==> src/rtl/fqmul_pipe_pkg.sv <==
// Shared Kyber constants and lane types for the Montgomery multiply pipeline.
package fqmul_pipe_pkg;

   localparam int LANE_W = 16;
   localparam int PROD_W = 2 * LANE_W;
   localparam int KYBER_Q = 3329;

   typedef logic signed [LANE_W-1:0] coef_t;
   typedef logic signed [PROD_W-1:0] prod_t;

   localparam coef_t KYBER_QINV = -16'sd3327;

endpackage

==> src/rtl/mont_reduce_pipe.sv <==
// One lane of Montgomery reduction: S2 registers m and the product, S3 registers t.
module mont_reduce_pipe
   import fqmul_pipe_pkg::*;
#(
   parameter int    Q    = KYBER_Q,
   parameter coef_t QINV = KYBER_QINV
) (
   input  logic  clk_i,
   input  logic  rst_ni,
   input  logic  en_p2_i,
   input  logic  en_p3_i,
   input  prod_t prod_i,
   output coef_t t_o
);

   localparam prod_t Q_W = PROD_W'(Q);

   function automatic coef_t mont_m(input coef_t p_lo);
      return p_lo * QINV;
   endfunction

   // p - m*Q has its low half cleared by construction, so the shift is exact.
   function automatic coef_t mont_t(input prod_t p, input coef_t m);
      prod_t diff;
      diff = p - m * Q_W;
      return LANE_W'(diff >>> LANE_W);
   endfunction

   prod_t prod_p2_q;
   coef_t m_p2_q;
   coef_t t_p3_q;

   // S2: m and the product
   always_ff @(posedge clk_i) begin
      if (en_p2_i) begin
         prod_p2_q <= prod_i;
         m_p2_q    <= mont_m(prod_i[LANE_W-1:0]);
      end
   end

   // S3: reduced result
   always_ff @(posedge clk_i or negedge rst_ni) begin
      if (!rst_ni) begin
         t_p3_q <= '0;
      end else if (en_p3_i) begin
         t_p3_q <= mont_t(prod_p2_q, m_p2_q);
      end
   end

   assign t_o = t_p3_q;

endmodule

==> src/rtl/fqmul_pipe.sv <==
// Three-stage multi-lane Montgomery multiply (a*b*2^-16 mod Q) with valid/ready flow control.
module fqmul_pipe
   import fqmul_pipe_pkg::*;
#(
   parameter int    LANES = 2,
   parameter int    TAG_W = 4,
   parameter int    Q     = KYBER_Q,
   parameter coef_t QINV  = KYBER_QINV
) (
   input  logic                    clk,
   input  logic                    reset_n,
   input  logic                    in_valid,
   output logic                    in_ready,
   input  logic [LANE_W*LANES-1:0] a,
   input  logic [LANE_W*LANES-1:0] b,
   input  logic [TAG_W-1:0]        in_tag,
   output logic                    out_valid,
   input  logic                    out_ready,
   output logic [LANE_W*LANES-1:0] t,
   output logic [TAG_W-1:0]        out_tag
);

   logic vld_p1_q, vld_p2_q, vld_p3_q;
   logic vld_p1_d, vld_p2_d, vld_p3_d;
   logic adv_p1, adv_p2, adv_p3;

   logic [TAG_W-1:0] tag_p1_q, tag_p2_q, tag_p3_q;

   // Each stage moves when the one after it is empty or moving, so bubbles collapse.
   always_comb begin
      adv_p3   = !vld_p3_q || out_ready;
      adv_p2   = !vld_p2_q || adv_p3;
      adv_p1   = !vld_p1_q || adv_p2;
      vld_p1_d = adv_p1 ? in_valid : vld_p1_q;
      vld_p2_d = adv_p2 ? vld_p1_q : vld_p2_q;
      vld_p3_d = adv_p3 ? vld_p2_q : vld_p3_q;
   end

   assign in_ready  = adv_p1;
   assign out_valid = vld_p3_q;
   assign out_tag   = tag_p3_q;

   always_ff @(posedge clk or negedge reset_n) begin
      if (!reset_n) begin
         vld_p1_q <= 1'b0;
         vld_p2_q <= 1'b0;
         vld_p3_q <= 1'b0;
      end else begin
         vld_p1_q <= vld_p1_d;
         vld_p2_q <= vld_p2_d;
         vld_p3_q <= vld_p3_d;
      end
   end

   // S1/S2: tag follows its beat
   always_ff @(posedge clk) begin
      if (adv_p1) tag_p1_q <= in_tag;
      if (adv_p2) tag_p2_q <= tag_p1_q;
   end

   // S3: tag visible at the output
   always_ff @(posedge clk or negedge reset_n) begin
      if (!reset_n) begin
         tag_p3_q <= '0;
      end else if (adv_p3) begin
         tag_p3_q <= tag_p2_q;
      end
   end

   for (genvar i = 0; i < LANES; i++) begin : g_lane
      coef_t a_l, b_l, t_l;
      prod_t prod_p1_q;

      assign a_l = a[LANE_W*i +: LANE_W];
      assign b_l = b[LANE_W*i +: LANE_W];

      // S1: full signed product
      always_ff @(posedge clk) begin
         if (adv_p1) prod_p1_q <= a_l * b_l;
      end

      mont_reduce_pipe #(
         .Q    (Q),
         .QINV (QINV)
      ) u_reduce (
         .clk_i   (clk),
         .rst_ni  (reset_n),
         .en_p2_i (adv_p2),
         .en_p3_i (adv_p3),
         .prod_i  (prod_p1_q),
         .t_o     (t_l)
      );

      assign t[LANE_W*i +: LANE_W] = t_l;
   end

endmodule

==> config.mk <==
export PLATFORM = sky130hd
export DESIGN_NAME = fqmul_pipe
export DESIGN_NICKNAME = d
export VERILOG_FILES = /design/src/rtl/fqmul_pipe_pkg.sv /design/src/rtl/mont_reduce_pipe.sv /design/src/rtl/fqmul_pipe.sv
export SDC_FILE = /design/constraint.sdc
export NUM_CORES = 2
export LEC_CHECK = 0
export BUFFER_PORTS_ARGS = -buffer_cell sky130_fd_sc_hd__clkbuf_2
export CAP_MARGIN = 20
export CORE_UTILIZATION = 65
export DETAILED_ROUTE_END_ITERATION = 7
export PLACE_DENSITY = 0.9
export REMOVE_ABC_BUFFERS = 1
export SYNTH_ARGS = -nofsm -noshare
export SYNTH_HDL_FRONTEND = slang
export SYNTH_SLANG_ARGS = --single-unit
==> constraint.sdc <==
create_clock -name clk -period 6.8 [get_ports clk]
set_input_delay 0.34 -clock clk [delete_from_list [all_inputs] [get_ports clk]]
set_output_delay 0.34 -clock clk [all_outputs]
set_load 0.01 [all_outputs]
; ---- Word-level counts from Yosys, hierarchy flattened
; Index checks and enable logic that the tools add are counted.
[word_totals]
elab_cells = 28
in_bits = 72
reg_bits = 207
[op_classes]
n_mul = 6
addsub = 2
reduce_logical = 6
[ops]
columns = operator, count
row1 = $mul 16x16->32, 2
row2 = $sub 32x32->32, 2
row3 = $mul 16x13->29 const B, 2
row4 = $mul 16x13->16 const B, 2
row5 = $logic_not 1->1, 3
row6 = $logic_or 1x1->1, 3

; ---- Depth between registers and ports, before layout
[logic_depth]
word_depth = 4
depth_mapped = 26
mapped_depth_nobuf = 26

; ---- Cells and area by module
; From an unflattened synthesis, not the netlist that was laid out.
[hier_totals]
cells_unflattened = 3474
area_unflattened_um2 = 34983.6
[modules_own_cells]
columns = module, area_each_um2, n_inst, cells_each, seq_area_each_um2
row1 = fqmul_pipe, 22101.2, 1, 2264, 2337.2
row2 = mont_reduce_pipe, 6441.2, 2, 605, 1601.5

; ---- Worst setup path after synthesis
; No wires, ideal clock.
[synth_path]
path_kind = in2reg
start = input port a[23]
end = register g_lane[1].prod_p1_q[31] (data pin)
required_time_ps = 6530
arrival_ps = 5766
stages = 23
setup_time_ps = 270
slack_ps = 765
path_cell_list = clkbuf_1 -> nand2_1 -> fa_1 -> inv_1 -> fa_1 -> inv_1 -> fa_1 -> inv_1 -> fa_1 -> fa_1 -> inv_1 -> fa_1 -> inv_1 -> ha_1 -> and3_1 -> a31oi_1 -> o21ai_0 -> a21oi_1 -> o21ai_0 -> a21boi_2 -> o21ai_0 -> a2111oi_0 -> nor3b_1
[synth_between]
elab_chain_cells = 1
[synth_rtl]
columns = item, line_no
row1 = start: declaration, fqmul_pipe.sv:14  ; input logic [LANE_W*LANES-1:0] a,
row2 = $mul 16x16->32, fqmul_pipe.sv:79  ; if (adv_p1) prod_p1_q <= a_l * b_l;
row3 = end signal: assignment, fqmul_pipe.sv:79
row4 = end: declaration, fqmul_pipe.sv:72  ; prod_t prod_p1_q;
; Every way passes these cells.
; A chain may end at the register's enable or synchronous reset.

; ---- Worst setup path after layout
[layout_path]
start = register g_lane[1].u_reduce.m_p2_q[1]
end = register g_lane[1].u_reduce.t_p3_q[15]
[layout_between]
elab_chain_cells = 2
[layout_rtl]
columns = item, line_no
row1 = start: declaration, mont_reduce_pipe.sv:30  ; coef_t m_p2_q;
row2 = start signal: assignment, mont_reduce_pipe.sv:37  ; m_p2_q <= mont_m(prod_i[LANE_W-1:0]);
row3 = $mul 16x13->29, mont_reduce_pipe.sv:25  ; diff = p - m * Q_W;
row4 = $sub 32x32->32, mont_reduce_pipe.sv:25
row5 = end signal: assignment, mont_reduce_pipe.sv:46  ; t_p3_q <= mont_t(prod_p2_q, m_p2_q);
row6 = end: declaration, mont_reduce_pipe.sv:31  ; coef_t t_p3_q;
; Every way passes these cells.

==> results.yml <==
route:
  vias: 23400
  dr.pass1.iters: 6
  vias_per_cell: 5.76
  routed_wl_um: 73900
  first_iter_violations: 1831
  ant_nets: 0
  wl_per_cell_um: 18.2
  remaining_drc_errors: 0
critical_path:
  slowest_stage: "edfxtp_1"
  worstPathCellList: "ha_1, inv_1, fa_1, inv_1, ha_1, fa_1, ha_1, ha_1, nor2b_1, o31a_1, o31ai_2, o22ai_1, a31o_2, a21oi_1, xor2_1, ha_1, a21o_1, a21o_1, a21o_1, a21oi_1, o211ai_1, a31oi_1, xnor2_1, a21oi_1"
  cpPeakStageDelay_ps: 480
  cp_max_fo: 4
  crit_type: "reg2reg"
  critPathLaunchType: "flip-flop"
  rrSetupSlack_ps: 490
  crit_top_cell: "ha_1"
  worstSetupEndpointType: "flip-flop"
  arrival_ps: 6620
  required_ps: 7110
clock_tree:
  tritoncts: "built"
  insertion_delay_ps: 470
  htreeDepth: 4
  cts.clk_slew.worst_paths_ps: 80
  post_cts_resized: 0
  clock_path_buffers: 2
  numCtsBuffers: 17
  clock_sinks: 191
  cts_root_buf: "clkbuf_16"
synthesis:
  yosys.area.top_type: "fa_1"
  syn_avg_cell_area_um2: 10.1
  synth_top_area_frac: 0.358
  synth_ff_type: "edfxtp_1"
  syn_inst: 3309
  async_flop_share: 0.204
  ys_warn_count: 0
  synthTopCellsByArea: "fa_1 36%, ha_1 16%, edfxtp_1 14%"
  yosysSeqAreaShare: 0.166
  synth_edf_count: 152
  synth_seq_cells: 191
  synth_cell_types: 67
  synth_area_mm2: 0.0334
global_routing:
  grtUsageTotal: 0.297
  gr-total-overflow: 0
  grt_max_degree: 86
  grt_pass1_wl_um: 123000
  grt_pass1_vias: 25000
  antenna_found_initial: 1
floorplan:
  die_h_um: 229
  initial_core_util: 0.662
  rows: 82
  fp.dieW_um: 229
  io_pins: 110
  coreArea_mm2: 0.0505
  die-area_mm2: 0.0523
layout:
  design_area_mm2: 0.0353
  final_cell_mix: "700 x inv_1, 598 x fa_1, 422 x ha_1"
  antenna_cells: 0
  nNetsFinal: 4469
  drive_above_1_share: 0.0540
  final_common_cell: "inv_1"
  instances_no_fill: 4062
  area_delta_synth_final_pct: 5.73
sta:
  setup_viol: 0
  hold_viol: 0
  setup_slack_ps: 487
  fmax_mhz: 158
  finalMaxSlewViolations: 0
  rsz0062_at_grt: "false"
  finalCritPeriodShare: 0.928
  slew_headroom: 0.373
  setup_tns_ps: 0
  min_period_ps: 6310
  tightest_slew_ps: 941
  skew_ps: 9.61
outcome:
  status: "finished clean"
placed_design:
  gp_congestion: 0.932
  place_ws_ps: 123
  place_inst: 4028
  portBuffers: 109
  dp_hpwl_um: 61500
  place_area_mm2: 0.0347
flow_run:
  max-cap-violations: 0
worst_hold_path:
  hold_class: "in2reg"
-- cell families after synthesis --
kind of cell             synth area share
flip-flops                          0.166
AO/OA/AOI/OAI                      0.0697
multiplexers                      0.00157
adder cells (fa/ha/maj)             0.516
buffers and inverters              0.0878
XOR/XNOR                           0.0395
AND/OR/NAND/NOR                     0.119
-- cell usage after synthesis (3+ instances only) --
cell type	number
nor4_1	3
ha_1	422
nor2b_1	19
a21boi_0	4
mux2i_1	3
o2111ai_1	4
nand2b_1	35
o21ai_0	70
nand3_1	15
inv_1	700
or2_2	6
or3_1	6
o221ai_1	3
o211ai_1	13
and2_1	251
nand2_1	294
a221oi_1	5
o311ai_0	4
and3_1	13
nor3_1	27
nand3b_1	4
xnor2_1	104
o22ai_1	4
fa_1	598
a211oi_1	17
a21oi_1	103
xor2_1	44
a21o_1	45
o31ai_1	10
o311ai_1	3
edfxtp_1	152
nor2_1	115
a2111oi_0	5
a211o_1	4
nand4_1	7
o21bai_1	10
o21a_1	21
nor3b_1	4
clkbuf_1	80
a31oi_1	12
dfrtp_1	39
-- worst max-delay path, delay by kind of cell (launching register included) --
kind                     cells  cell delay [ps]
XOR/XNOR                     2              380
adder cells (fa/ha/maj)      7             2470
AND/OR/NAND/NOR              1              160
AO/OA/AOI/OAI               12             2570
buffers and inverters        2              100
flip-flops                   1              480
-- area by class of cell --
cell class,instances,area [µm²]
fill,3543,15200
clock inverter,14,196
inverter,700,2630
timing repair buffer,130,726
clock buffer,18,429
sequential,191,5540
multi-input combinational,2337,25000
tap,672,841
-- flip-flops by register name, summed over array words and instances (netlist names) --
register and count:
g_lane.prod_p1_q 64, g_lane.u_reduce.prod_p2_q 48, g_lane.u_reduce.m_p2_q 32, g_lane.u_reduce.t_o 32, out_tag 4, tag_p1_q 4
tag_p2_q 4, out_valid 1, vld_p1_q 1, vld_p2_q 1
-- routing by layer --
layer | GRT usage | up-vias | routed length, µm
met1 | 0.389 | 11600 | 29800
met2 | 0.492 | 1043 | 35500
met3 | 0.0442 | 242 | 5340
met4 | 0.132 | 2 | 3220
li1 | - | 10500 | -
met5 | 0 | - | 12
-- worst paths after layout --
check	start	cells after the start	to
worst min register to register	g_lane[0].prod_p1_q[17]	0	g_lane[0].u_reduce.prod_p2_q[17]
max in group asynchronous	reset_n	3	g_lane[1].u_reduce.t_o[0]
worst min-delay path	in_tag[0]	1	tag_p1_q[0]
min in group asynchronous	reset_n	3	g_lane[0].u_reduce.t_o[0]
worst max-delay path	g_lane[1].u_reduce.m_p2_q[1]	24	g_lane[1].u_reduce.t_o[15]
worst max register to register	g_lane[1].u_reduce.m_p2_q[1]	24	g_lane[1].u_reduce.t_o[15]
-- through the flow --
step,util,hold WS (ps)
floorplan,-,44.4
global placement,0.687,400
detailed placement,0.687,405
CTS,0.699,30.1
global route,0.700,41.8
finish,0.700,53.4
-- what timing repair did --
item,4_1_cts,5_1_grt
hold buffers,1,0
buffers inserted,0,0
endpoints found under the hold margin,39,0
Power is not shown: default switching activity piles up to over one toggle a cycle in this logic, so the estimate is an artifact.
